[src/rtl/tick_sched_pkg.sv]
// Shared types and constants for the tick_sched advance-pulse scheduler.
// Optional debounce is enabled with `define TICK_SCHED_DEBOUNCE_EN.
package tick_sched_pkg;

  typedef enum logic [1:0] {
    ST_RUN   = 2'd0,
    ST_PAUSE = 2'd1,
    ST_BURST = 2'd2
  } state_e;

  localparam int unsigned CNT_W = 16;

  localparam logic [CNT_W-1:0] BURST_SEC  = 16'd1;
  localparam logic [CNT_W-1:0] BURST_MIN  = 16'd60;
  localparam logic [CNT_W-1:0] BURST_HOUR = 16'd3600;

endpackage

[src/rtl/tick_sched_btn_cond.sv]
// Button conditioner: 2-flop synchroniser, optional debouncer, falling-edge strobe.
// Debouncer built only when TICK_SCHED_DEBOUNCE_EN is defined.
module btn_cond #(
  parameter int unsigned DEB_CYCLES = 200000
) (
  input  logic clk,
  input  logic rst_n,
  input  logic pin,
  output logic fall
);

  logic sync1_q, sync1_d;
  logic sync2_q, sync2_d;
  logic prev_q, prev_d;
  logic level;

  always_comb begin
    sync1_d = pin;
    sync2_d = sync1_q;
    prev_d  = level;
  end

  // Pins idle high, so the chain resets high to avoid a strobe on reset release.
  always_ff @(posedge clk or negedge rst_n) begin
    if (!rst_n) begin
      sync1_q <= 1'b1;
      sync2_q <= 1'b1;
      prev_q  <= 1'b1;
    end else begin
      sync1_q <= sync1_d;
      sync2_q <= sync2_d;
      prev_q  <= prev_d;
    end
  end

`ifdef TICK_SCHED_DEBOUNCE_EN
  localparam int unsigned DW = (DEB_CYCLES > 1) ? $clog2(DEB_CYCLES + 1) : 1;

  logic [DW-1:0] cnt_q, cnt_d;
  logic          deb_q, deb_d;

  always_comb begin
    cnt_d = '0;
    deb_d = deb_q;
    if (sync2_q != deb_q) begin
      if (cnt_q == DW'(DEB_CYCLES - 1)) deb_d = sync2_q;
      else                              cnt_d = cnt_q + 1'b1;
    end
  end

  always_ff @(posedge clk or negedge rst_n) begin
    if (!rst_n) begin
      cnt_q <= '0;
      deb_q <= 1'b1;
    end else begin
      cnt_q <= cnt_d;
      deb_q <= deb_d;
    end
  end

  assign level = deb_q;
`else
  assign level = sync2_q;
`endif

  assign fall = prev_q & ~level;

endmodule

[src/rtl/tick_sched.sv]
// Advance-pulse scheduler: real-time prescaler, pause/run mode and manual set bursts.
// Build with TICK_SCHED_DEBOUNCE_EN defined to debounce the button pins.
module tick_sched
  import tick_sched_pkg::*;
#(
  parameter int unsigned CLK_HZ     = 20000000,
  parameter int unsigned TICK_HZ    = 1,
  parameter int unsigned DEB_CYCLES = 200000
) (
  input  logic       clk,
  input  logic       rst_n,
  input  logic       btn_pause,
  input  logic       btn_sec,
  input  logic       btn_min,
  input  logic       btn_hour,
  output logic       adv,
  output logic       paused,
  output logic       busy,
  output logic [1:0] state
);

  localparam int unsigned DIV = CLK_HZ / TICK_HZ;
  localparam int unsigned PW  = (DIV > 1) ? $clog2(DIV) : 1;

  logic pause_fall, sec_fall, min_fall, hour_fall;

  btn_cond #(.DEB_CYCLES(DEB_CYCLES)) u_pause (
    .clk(clk), .rst_n(rst_n), .pin(btn_pause), .fall(pause_fall)
  );
  btn_cond #(.DEB_CYCLES(DEB_CYCLES)) u_sec (
    .clk(clk), .rst_n(rst_n), .pin(btn_sec), .fall(sec_fall)
  );
  btn_cond #(.DEB_CYCLES(DEB_CYCLES)) u_min (
    .clk(clk), .rst_n(rst_n), .pin(btn_min), .fall(min_fall)
  );
  btn_cond #(.DEB_CYCLES(DEB_CYCLES)) u_hour (
    .clk(clk), .rst_n(rst_n), .pin(btn_hour), .fall(hour_fall)
  );

  state_e           state_q, state_d;
  logic [PW-1:0]    presc_q, presc_d;
  logic [CNT_W-1:0] rem_q, rem_d;
  logic             pend_q, pend_d;
  logic             adv_q, adv_d;

  always_comb begin
    state_d = state_q;
    presc_d = presc_q;
    rem_d   = rem_q;
    pend_d  = pend_q;
    adv_d   = 1'b0;
    unique case (state_q)
      ST_RUN: begin
        if (presc_q == PW'(DIV - 1)) begin
          presc_d = '0;
          // A wrap coinciding with a pause would land its pulse in PAUSE; drop it.
          adv_d   = ~pause_fall;
        end else begin
          presc_d = presc_q + 1'b1;
        end
        if (pause_fall) state_d = ST_PAUSE;
      end
      ST_PAUSE: begin
        if (pause_fall) begin
          state_d = ST_RUN;
        end else if (hour_fall) begin
          rem_d   = BURST_HOUR;
          adv_d   = 1'b1;
          state_d = ST_BURST;
        end else if (min_fall) begin
          rem_d   = BURST_MIN;
          adv_d   = 1'b1;
          state_d = ST_BURST;
        end else if (sec_fall) begin
          rem_d   = BURST_SEC;
          adv_d   = 1'b1;
          state_d = ST_BURST;
        end
      end
      ST_BURST: begin
        if (pause_fall) pend_d = 1'b1;
        if (adv_q) begin
          rem_d = rem_q - 1'b1;
        end else if (rem_q != '0) begin
          adv_d = 1'b1;
        end else begin
          state_d = (pend_q | pause_fall) ? ST_RUN : ST_PAUSE;
          pend_d  = 1'b0;
        end
      end
      default: state_d = ST_RUN;
    endcase
  end

  always_ff @(posedge clk or negedge rst_n) begin
    if (!rst_n) begin
      state_q <= ST_RUN;
      presc_q <= '0;
      rem_q   <= '0;
      pend_q  <= 1'b0;
      adv_q   <= 1'b0;
    end else begin
      state_q <= state_d;
      presc_q <= presc_d;
      rem_q   <= rem_d;
      pend_q  <= pend_d;
      adv_q   <= adv_d;
    end
  end

  assign adv    = adv_q;
  assign paused = (state_q != ST_RUN);
  assign busy   = (state_q == ST_BURST);
  assign state  = state_q;

endmodule

[config.mk]
export PLATFORM = sky130hd
export DESIGN_NAME = tick_sched
export DESIGN_NICKNAME = d
export VERILOG_FILES = /design/src/rtl/tick_sched_pkg.sv /design/src/rtl/tick_sched_btn_cond.sv /design/src/rtl/tick_sched.sv
export SDC_FILE = /design/constraint.sdc
export NUM_CORES = 1
export LEC_CHECK = 0
export ABC_AREA = 1
export CAP_MARGIN = 20
export CORE_ASPECT_RATIO = 1.25
export CORE_UTILIZATION = 45
export CTS_BUF_LIST = sky130_fd_sc_hd__clkbuf_8
export CTS_CLUSTER_DIAMETER = 100
export DETAILED_ROUTE_END_ITERATION = 10
export DONT_BUFFER_PORTS = 1
export GPL_TIMING_DRIVEN = 0
export SLEW_MARGIN = 0
export SYNTH_ARGS = -nofsm -noshare
export SYNTH_HDL_FRONTEND = slang
export SYNTH_SLANG_ARGS = --single-unit
[constraint.sdc]
create_clock -name clk -period 3 [get_ports clk]
set_clock_uncertainty 0.05 [all_clocks]
set_input_delay 0.75 -clock clk [delete_from_list [all_inputs] [get_ports clk]]
set_output_delay 0.75 -clock clk [all_outputs]
set_load 0.05 [all_outputs]
==> impl_metrics.ini <==
[status]
outcome = finished clean

[clocking]
clkSinkCount = 57
max-clock-path-buffers = 2
cts_max_level = 3
root_buffer = clkbuf_8
clock_latency_ns = 0.34
cts_tree = yes
clk_pin_slew_ns = 0.08
numCtsBuffers = 9

[floorplanning]
rows = 34
initial_core_util = 0.4648
core_um2 = 6977
fp.dieH_um = 96.92
num_io_pins = 11
chipWidth_um = 77.93
dieArea_um2 = 7553

[critical_path]
reg2reg_to = presc_q[3]$_DFFE_PN0N_
crit_required_ns = 2.20
cpMaxStageDelayCell = dfrtp_1
start_kind = flop
cp_max_fo = 10
path_class = reg -> out
ff2ff_path_depth = 5
cp.arrival_ns = 1.81
crit_buf_inv = 2
crit_chain = inv_2, nor2_4, clkbuf_2
crit_path_end_kind = output pin
r2r_start = state[0]$_DFFE_PN0P_
cpPeakStageDelay_ns = 0.69
regToRegSetupSlack_ns = 0.94
path_delay_family = flip-flops

[power_and_ir_drop]
p_sw_mw = 1.205
peakVddDrop_mv = 0.4312
switching_share = 0.4142
p_seq_frac = 0.393
p_leak_nw = 1.801
combPwrFrac = 0.323
p_int_mw = 1.704
clock_power_share = 0.283
power.total_mw = 2.908
power_density_nw_per_um2 = 811.6

[yosys]
synth_largest_area_cell = dfrtp_1
syn-num-nets = 467
synthesis.area_um2 = 3243
yosys_warnings = 0
ys_types = 28
synth_area_per_cell_um2 = 7.066
synthFlopType = dfrtp_1
synth_seq_cells = 57
syn_inst = 459
synthArstFlopShare = 1.000
synth-edff-count = 0
synth_top_area_frac = 0.3472
ys_top_cells_by_area = dfrtp_1 35%, nand2_1 14%, dfstp_2 9.7%
synth.yosys.seq_area_share = 0.4444

[timing]
fmax_ghz = 0.3826
layout_min_cycle_time_ns = 2.614
relSlewSlack = 0.5803
setup_viol = 0
max_slew.worst_pin.slew_ns = 0.6295
setup_tns_ns = 0
finalCritPeriodShare = 0.8713
drv_slew = 0
rsz0062_at_grt = false
hold-worst-slack_ns = 0.04314
hold_viol = 0

[placement]
dpl_cell_area_um2 = 3356
gp_congestion = 0.8269
io_buffers = 0
hpwl_um = 5152

[route]
drcViolationCount = 0
drt-met1-wl_um = 3106
highest_layer = met4
drtIter0Drc = 135
drt-vias-per-instance = 4.897
drtPass1Iterations = 4
wl_met2_um = 3647
met3_length_um = 172
antenna_left = 0
wl_um = 7155
num_vias = 2767
wl_per_cell_um = 12.66

[cells_and_area]
n_fill_cell = 721
final_common_cell = nand2_1
final_layout_size_suffix_gt1_frac = 0.1179
area_growth_pct = 10.49
final_design_area_no_fill_um2 = 3583
final_cell_mix = 124 x nand2_1, 83 x nor2_1, 69 x inv_1, 45 x dfrtp_1, 35 x nand3_1
final_util = 0.5136
final_nets = 478
diodes = 0

[grt]
grt_antenna_before_repair = 0
grt_pass1_vias = 2793
track_usage = 0.2171
grt_max_degree = 58
grt_pass1_wl_um = 12700
grt_overflow = 0

[run]
cap_violations = 0

[min_path]
hold_class = in -> async
final cells by class:
| type | count | area (µm²) | share of cell area |
|---|---|---|---|
| buffer | 5 | 33.78 | 0.009427 |
| clock buffer | 9 | 123.9 | 0.03457 |
| clock inverter | 7 | 102.6 | 0.02863 |
| inverter | 70 | 262.8 | 0.07332 |
| multi-input combinational | 327 | 1506 | 0.4204 |
| sequential | 57 | 1441 | 0.4022 |
| tap | 90 | 112.6 | 0.03142 |
worst max-delay path by stage:
| stage | startpoint | endpoint | slack, ns | cells past startpoint |
|---|---|---|---|---|
| floorplan | state[1]$_DFFE_PN0P_ | busy | 0.65 | 3 |
| global placement | state[1]$_DFFE_PN0P_ | busy | 0.39 | 3 |
| detailed placement | state[1]$_DFFE_PN0P_ | busy | 0.41 | 3 |
| CTS | state[1]$_DFFE_PN0P_ | busy | 0.02 | 3 |
| global route | state[1]$_DFFE_PN0P_ | busy | 0.29 | 3 |
| finish | state[1]$_DFFE_PN0P_ | busy | 0.39 | 3 |
registers in the layout, indices dropped and copies added, names as in the netlist:
signal,cells
pend_q,1
u_min.prev_q,1
adv,1
presc_q,25
u_pause.sync1_q,1
u_hour.sync1_q,1
u_hour.prev_q,1
u_sec.prev_q,1
u_min.sync1_q,1
u_sec.level,1
rem_q,16
state,2
u_hour.level,1
u_pause.prev_q,1
u_min.level,1
u_sec.sync1_q,1
u_pause.level,1
kinds of logic (layout without fill, tap and decap cells):
| group | after synthesis | count (layout) | share of synthesized area |
|---|---|---|---|
| XOR/XNOR | 6 | 6 | 0.01620 |
| buffers and inverters | 75 | 91 | 0.09105 |
| AND/OR/NAND/NOR | 289 | 289 | 0.3927 |
| AO/OA/AOI/OAI | 30 | 30 | 0.04784 |
| flip-flops | 57 | 57 | 0.4444 |
| adder cells (fa/ha/maj) | 2 | 2 | 0.007715 |
worst reg2reg max path, stage by stage (launching register included):
cell	delay, ns
dfrtp_1	0.62
nor2_1	0.49
buf_4	0.26
nand4_1	0.31
inv_1	0.16
nor2_1	0.05
synth_stat cells, drive strengths merged, types with 2 or more instances:
master,instances
nor2,94
o21ai,18
nor3,9
nand3b,2
ha,2
dfstp,12
dfrtp,45
nand2,132
buf,5
or2,2
inv,70
xor2,4
o21bai,2
a21oi,10
nand3,35
xnor2,2
nand4,14
power by group through the flow:
stage	clock network [mW]	logic (mW)	registers, mW
floorplan	0	0.768	1.12
global placement	0	0.920	1.15
detailed placement	0	0.940	1.16
CTS	0.849	0.946	1.14
global route	0.881	1.10	1.17
finish	0.824	0.941	1.14
layer usage:
metal  global-route usage  vias up
li1                     -     1448
met1               0.2518     1274
met2               0.3737       29
met3              0.04340       16
met4               0.1140        0
met5                    0        -
per-stage QoR:
step / setup WS [ns] / cells
finish: 0.3861 / 565
global route: 0.2902 / 565
CTS: 0.02373 / 565
detailed placement: 0.4109 / 549
global placement: 0.3897 / 549
floorplan: 0.6482 / 459
timing repair:
action                                  in CTS  in global routing
endpoints found under the setup margin       0                  1
buffers inserted                             0                  0
hold buffers                                 0                  0
resized for setup                            0                  2
Power figures use the tool's default switching activity.
